==> src/rtl/aes_pkg.sv <==
// Shared types and helpers for the ShiftRows / InvShiftRows pipeline.
// The state is handled as 4 rows by up to NB_MAX columns of bytes, with
// byte s[r][c] living at bit offset 8*(4*c+r) of the flat data bus.
package aes_pkg;

  localparam int NB_MAX    = 8;
  localparam int DW_MAX    = 32 * NB_MAX;
  localparam int TAG_W_MAX = 16;

  typedef logic [3:0][NB_MAX-1:0][7:0] state_t;

  typedef struct packed {
    logic                 inv;
    logic [TAG_W_MAX-1:0] tag;
    logic [DW_MAX-1:0]    data;
  } beat_t;

  // Rijndael row offsets: 256-bit blocks skip offset 2 on the lower rows.
  function automatic int shift_off(input int nb, input int row);
    return (nb == 8 && row >= 2) ? row + 1 : row;
  endfunction

  // Cyclic left (forward) or right (inverse) rotation of each row by its offset.
  // Columns at or beyond nb are left zero.
  function automatic logic [DW_MAX-1:0] shift_rows(input logic [DW_MAX-1:0] d,
                                                   input int nb,
                                                   input logic inv);
    state_t            s;
    state_t            o;
    logic [DW_MAX-1:0] res;
    int                src;
    logic [2:0]        src3;
    s   = '0;
    o   = '0;
    res = '0;
    for (int c = 0; c < NB_MAX; c++) begin
      for (int r = 0; r < 4; r++) begin
        s[r][c] = d[8*(4*c+r) +: 8];
      end
    end
    for (int r = 0; r < 4; r++) begin
      for (int c = 0; c < NB_MAX; c++) begin
        if (c < nb) begin
          src = inv ? (c + nb - shift_off(nb, r)) : (c + shift_off(nb, r));
          if (src >= nb) src = src - nb;
          src3 = 3'(src);
          o[r][c] = s[r][src3];
        end
      end
    end
    for (int c = 0; c < NB_MAX; c++) begin
      for (int r = 0; r < 4; r++) begin
        res[8*(4*c+r) +: 8] = o[r][c];
      end
    end
    return res;
  endfunction

endpackage

==> src/rtl/aes_pipe_reg.sv <==
// One valid/ready register slice. Loads whenever it is empty or its
// downstream drains in the same cycle, so a chain runs at full rate.
// A flush empties the slice and swallows any beat offered that cycle.
module aes_pipe_reg #(
  parameter int W = 8
) (
  input  logic         clk,
  input  logic         rst_n,
  input  logic         flush,
  input  logic         in_valid,
  output logic         in_ready,
  input  logic [W-1:0] in_data,
  output logic         out_valid,
  input  logic         out_ready,
  output logic [W-1:0] out_data
);

  logic         valid_q;
  logic [W-1:0] data_q;

  assign in_ready  = flush | ~valid_q | out_ready;
  assign out_valid = valid_q;
  assign out_data  = data_q;

  // Valid follows the handshake; data only moves on an accepted, unflushed beat.
  always_ff @(posedge clk or negedge rst_n) begin
    if (!rst_n) begin
      valid_q <= 1'b0;
      data_q  <= '0;
    end else begin
      if (flush) begin
        valid_q <= 1'b0;
      end else if (in_ready) begin
        valid_q <= in_valid;
      end
      if (!flush && in_ready && in_valid) begin
        data_q <= in_data;
      end
    end
  end

endmodule

==> src/rtl/aes_shiftrow_pipe.sv <==
// Pipelined Rijndael ShiftRows / InvShiftRows with valid/ready handshake.
// The row permutation is combinational ahead of the first register; the
// tag rides alongside the data through PIPE_STAGES slices.
// Optional feature: define AES_SHIFTROW_BYPASS_EN to add byp_i, which
// passes a beat through unpermuted with the same latency.
module aes_shiftrow_pipe
  import aes_pkg::*;
#(
  parameter int NB          = 4,
  parameter int PIPE_STAGES = 1,
  parameter int TAG_W       = 4
) (
  input  logic              clk,
  input  logic              rst_n,
  input  logic              flush_i,
  input  logic              in_valid_i,
  output logic              in_ready_o,
  input  logic              inv_i,
`ifdef AES_SHIFTROW_BYPASS_EN
  input  logic              byp_i,
`endif
  input  logic [TAG_W-1:0]  tag_i,
  input  logic [32*NB-1:0]  din,
  output logic              out_valid_o,
  input  logic              out_ready_i,
  output logic [TAG_W-1:0]  tag_o,
  output logic [32*NB-1:0]  do1,
  output logic              busy_o
);

  localparam int DW = 32 * NB;
  localparam int PW = TAG_W + DW;

  if (!(NB == 4 || NB == 6 || NB == 8)) begin : g_bad_nb
    $error("aes_shiftrow_pipe: NB must be 4, 6 or 8");
  end
  if (PIPE_STAGES < 1 || PIPE_STAGES > 3) begin : g_bad_stages
    $error("aes_shiftrow_pipe: PIPE_STAGES must be 1..3");
  end
  if (TAG_W < 1 || TAG_W > TAG_W_MAX) begin : g_bad_tag
    $error("aes_shiftrow_pipe: TAG_W out of range");
  end

  logic [DW-1:0]          perm;
  logic [PIPE_STAGES:0]   vld;
  logic [PIPE_STAGES:0]   rdy;
  logic [PW-1:0]          pdat [PIPE_STAGES+1];

  // Permute the incoming state in the direction carried by this beat.
  always_comb begin
    perm = DW'(shift_rows(DW_MAX'(din), NB, inv_i));
`ifdef AES_SHIFTROW_BYPASS_EN
    if (byp_i) perm = din;
`endif
  end

  assign vld[0]           = in_valid_i;
  assign pdat[0]          = {tag_i, perm};
  assign rdy[PIPE_STAGES] = out_ready_i;

  for (genvar k = 0; k < PIPE_STAGES; k++) begin : g_stage
    aes_pipe_reg #(.W(PW)) u_reg (
      .clk       (clk),
      .rst_n     (rst_n),
      .flush     (flush_i),
      .in_valid  (vld[k]),
      .in_ready  (rdy[k]),
      .in_data   (pdat[k]),
      .out_valid (vld[k+1]),
      .out_ready (rdy[k+1]),
      .out_data  (pdat[k+1])
    );
  end

  assign in_ready_o     = rdy[0];
  assign out_valid_o    = vld[PIPE_STAGES];
  assign {tag_o, do1}   = pdat[PIPE_STAGES];
  assign busy_o         = |vld[PIPE_STAGES:1];

endmodule
==> config.mk <==
export PLATFORM = sky130hd
export DESIGN_NAME = aes_shiftrow_pipe
export DESIGN_NICKNAME = d
export VERILOG_FILES = /design/src/rtl/aes_pkg.sv /design/src/rtl/aes_pipe_reg.sv /design/src/rtl/aes_shiftrow_pipe.sv
export SDC_FILE = /design/constraint.sdc
export NUM_CORES = 1
export LEC_CHECK = 0
export ABC_AREA = 0
export BUFFER_PORTS_ARGS = -buffer_cell sky130_fd_sc_hd__buf_2
export CELL_PAD_IN_SITES_DETAIL_PLACEMENT = 0
export CELL_PAD_IN_SITES_GLOBAL_PLACEMENT = 1
export CORE_MARGIN = 1.5
export CORE_UTILIZATION = 39
export DETAILED_ROUTE_END_ITERATION = 10
export PLACE_DENSITY_LB_ADDON = 0.1
export SETUP_SLACK_MARGIN = 0.1
export SYNTH_ARGS = -nofsm -noshare
export SYNTH_HDL_FRONTEND = slang
export SYNTH_SLANG_ARGS = --single-unit
==> constraint.sdc <==
create_clock -name clk -period 2.2 [get_ports clk]
set_input_delay 0 -clock clk [delete_from_list [all_inputs] [get_ports clk]]
set_output_delay 0 -clock clk [all_outputs]
set_load 0.005 [all_outputs]
==> flow_summary.json, run 1 <==
{
  "dp_hpwl_um": 9740,
  "boundaryPins": 273,
  "cts_resized": 0,
  "ys_warn_count": 0,
  "synthCells": 356,
  "tool.error": "[ERROR RSZ-0060] Max buffer count reached.",
  "stop_stage": "4_1_cts",
  "initial_core_util_pct": 39.8,
  "port_buffers": 272,
  "cts.sinks": 133,
  "rows": 44,
  "synth.distinct_cells": 11,
  "ys_seq_area_share_pct": 57.5,
  "die_h_um": 125,
  "hold_buffers": 166,
  "syn-num-nets": 494,
  "post_cts_buffers": 0,
  "die_x_um": 125,
  "clockBufferDepth": 2,
  "cts-root-buf": "clkbuf_16",
  "htree_levels": 4,
  "numCtsBuffers": 17,
  "syn_area_mm2": 0.00579,
  "synth-seq-cells": 133,
  "avgSynthCellArea_um2": 16.3,
  "status": "stopped before the end",
  "globalplace.congestion": 0.753
}
[stage by stage]
step	hold slack [ns]	setup WS, ns	cells	cell area [µm²]
after global placement	0.0401	0.608	797	7300
after floorplan	-0.296	0.822	356	5790
after detailed placement	0.0456	0.544	797	7300
[synthesized netlist by cell type]
| library cell | n | area, µm² |
|---|---|---|
| nand2_1 | 1 | 3.75 |
| mux2_1 | 43 | 484 |
| buf_2 | 5 | 25.0 |
| a21oi_4 | 1 | 16.3 |
| mux2_2 | 153 | 1720 |
| dfrtp_1 | 133 | 3330 |
| nand2b_4 | 1 | 13.8 |
| nand3b_1 | 1 | 7.51 |
| buf_4 | 3 | 22.5 |
| buf_6 | 14 | 158 |
| inv_1 | 1 | 3.75 |
[cells by family after synthesis]
group	Yosys count	share of synthesized area, %
simple gates	3	0.432
compound gates	1	0.281
flops	133	57.5
buf+inv	23	3.61
mux	196	38.1
==> run 2, diff against run 1 <==
--- a/config.mk
+++ b/config.mk
@@ -7,13 +7,10 @@
 export LEC_CHECK = 0
 export ABC_AREA = 0
 export BUFFER_PORTS_ARGS = -buffer_cell sky130_fd_sc_hd__buf_2
-export CELL_PAD_IN_SITES_DETAIL_PLACEMENT = 0
-export CELL_PAD_IN_SITES_GLOBAL_PLACEMENT = 1
 export CORE_MARGIN = 1.5
-export CORE_UTILIZATION = 39
+export CORE_UTILIZATION = 30
 export DETAILED_ROUTE_END_ITERATION = 10
-export PLACE_DENSITY_LB_ADDON = 0.1
-export SETUP_SLACK_MARGIN = 0.1
+export PLACE_DENSITY_LB_ADDON = 0.15
 export SYNTH_ARGS = -nofsm -noshare
 export SYNTH_HDL_FRONTEND = slang
 export SYNTH_SLANG_ARGS = --single-unit
==> flow_summary.json, run 2 <==
{
  "status": "completed",
  "globalplace.congestion": 0.700,
  "r2r-start": "g_stage[0].u_reg.out_valid",
  "ant_nets": 0,
  "cts-root-buf": "clkbuf_16",
  "r2r_end": "g_stage[0].u_reg.out_data[13]",
  "dr_total_vias": 4631,
  "startpoint_type": "primary input",
  "setup_ws_ns": 0.554,
  "period_minus_slack_ns": 1.65,
  "boundaryPins": 273,
  "ys_seq_area_share_pct": 57.5,
  "regToRegSetupSlack_ns": 0.64,
  "initial_core_util_pct": 30.7,
  "groute.usage.overall_pct": 16.0,
  "drive_above_1_share_pct": 57.3,
  "vias_per_cell": 4.32,
  "die_h_um": 142,
  "hold_viol_final": 0,
  "syn_area_mm2": 0.00579,
  "hold_buffers": 168,
  "core_area_mm2": 0.0188,
  "synthCells": 356,
  "arrival_ns": 1.93,
  "synthTopCellsByCount": "mux2_2 (153), dfrtp_1 (133), mux2_1 (43), buf_6 (14), buf_2 (5)",
  "largest_register_ffs": 132,
  "vdd_drop_max_uv": 476,
  "leakage_uw": 0.00448,
  "htree_levels": 4,
  "area_growth_pct": 67.5,
  "drv_slew": 0,
  "syn-num-nets": 494,
  "fin_util_pct": 51.5,
  "route.detailed.drc": 0,
  "hold_class": "primary input to async pin",
  "postLayoutCellArea_mm2": 0.00969,
  "cts.sinks": 133,
  "drt-total-wl_um": 15500,
  "nets": 937,
  "synth-seq-cells": 133,
  "relSlewSlack_pct": 63.7,
  "crit_required_ns": 2.48,
  "crit_fanout": 2,
  "holdWs_ns": 0.124,
  "fmax_ghz": 0.607,
  "clockBufferDepth": 2,
  "synth.distinct_cells": 11,
  "avgSynthCellArea_um2": 16.3,
  "yosys.area.top_type": "dfrtp_1",
  "dr.pass1.iters": 4,
  "synth_edf_count": 0,
  "drt_iter0_drc": 95,
  "synth-main-ff-cell": "dfrtp_1",
  "power_density_mw_per_mm2": 804,
  "post_cts_buffers": 0,
  "ys_warn_count": 0,
  "die-area_mm2": 0.0201,
  "yosys.area.top_type_share_pct": 57.5,
  "skew_ns": 0.00549,
  "clk_latency_ns": 0.41,
  "rows": 50,
  "detail_route.wl_per_cell_um": 14.4,
  "die_x_um": 142,
  "setup_tns_ns": 0,
  "layout_commonest_cell": "buf_2",
  "max_slew.worst_pin.slew_ns": 0.544,
  "grt_remaining_overflow": 0,
  "min_period_over_period_pct": 74.8,
  "cts_tree": "built",
  "end_kind": "register",
  "dpl-instance-area_mm2": 0.00737,
  "grt_pass1_wl_um": 25400,
  "path_class": "primary input to register",
  "cts_resized": 0,
  "cap_violations": 0,
  "grt_pass1_vias": 5260,
  "grt_antenna_before_repair": 1,
  "grt_max_degree": 75,
  "synth_most_common_cell": "mux2_2",
  "port_buffers": 272,
  "async_flop_share_pct": 100,
  "mostFrequentLayoutCells": "buf_2 (271), dlygate4sd3_1 (168), mux2_2 (153)",
  "numCtsBuffers": 17,
  "clk_pin_slew_worst_paths_ns": 0.06,
  "dp_worst_setup_slack_ns": 0.637,
  "reg2regPathDepth": 3,
  "setup_viol": 0,
  "synth.area.top_cells": "dfrtp_1 (58%), mux2_2 (30%), mux2_1 (8.4%)",
  "dp_hpwl_um": 10200,
  "rsz0062_at_grt": "false"
}
==> run 2: cell counts after synthesis <==
No cell type changed its count.
==> run 2: worst max-delay path, stage by stage <==
cell	delay, ns
dlygate4sd3_1	0.56
buf_2	0.15
nand2b_4	0.07
dlygate4sd3_1	0.55
nand2_1	0.05
dlygate4sd3_1	0.55
==> run 2: routing by layer <==
metal,vias up,GRT usage (%),wire [µm]
met5,-,0,0
met4,0,5.59,173
met3,8,4.08,710
met2,140,30.6,8630
met1,2313,16.9,5960
li1,2170,-,-
==> run 2: per-stage QoR <==
stage	cells	power, µW
floorplan	356	3780
global placement	872	4510
detailed placement	872	4560
CTS	1072	7910
global route	1073	8220
finish	1073	7790
==> run 2: layout make-up <==
type / count / area (µm²)
Sequential cell: 133 / 3330
Timing Repair Buffer: 446 / 3140
Inverter: 1 / 3.75
Antenna cell: 1 / 2.50
Tap cell: 260 / 325
Clock buffer: 18 / 439
Multi-Input combinational cell: 200 / 2250
Clock inverter: 14 / 198
Fill cell: 1693 / 9140
==> run 2: cell families (layout without fill, tap and decap cells) <==
group | count (synthesis) | count (layout) | share of synthesized area, %
multiplexers | 196 | 196 | 38.1
flip-flops | 133 | 133 | 57.5
buffers and inverters | 23 | 479 | 3.61
AND/OR/NAND/NOR | 3 | 3 | 0.432
AO/OA/AOI/OAI | 1 | 1 | 0.281
other | 0 | 1 | 0
==> run 2: how the worst max path moves through the flow <==
stage                                           from                            end  slack [ns]  cells past startpoint
after detailed placement  g_stage[0].u_reg.out_valid  g_stage[0].u_reg.out_data[76]        0.64                      3
after floorplan           g_stage[0].u_reg.out_valid   g_stage[0].u_reg.out_data[0]        0.82                      4
final                                     in_valid_i     g_stage[0].u_reg.out_valid        0.55                      6
after CTS                                 in_valid_i     g_stage[0].u_reg.out_valid        0.60                      6
after global placement    g_stage[0].u_reg.out_valid  g_stage[0].u_reg.out_data[10]        0.69                      3
after global routing                      in_valid_i     g_stage[0].u_reg.out_valid        0.54                      6
==> run 2: power by group <==
part / switching [µW] / internal (µW) / total, µW
Combinational: 616 / 1030 / 1640
Sequential: 212 / 2900 / 3110
Clock: 1090 / 1940 / 3030
Total: 1920 / 5870 / 7790
Note: power is estimated with default switching activity, not from simulation.
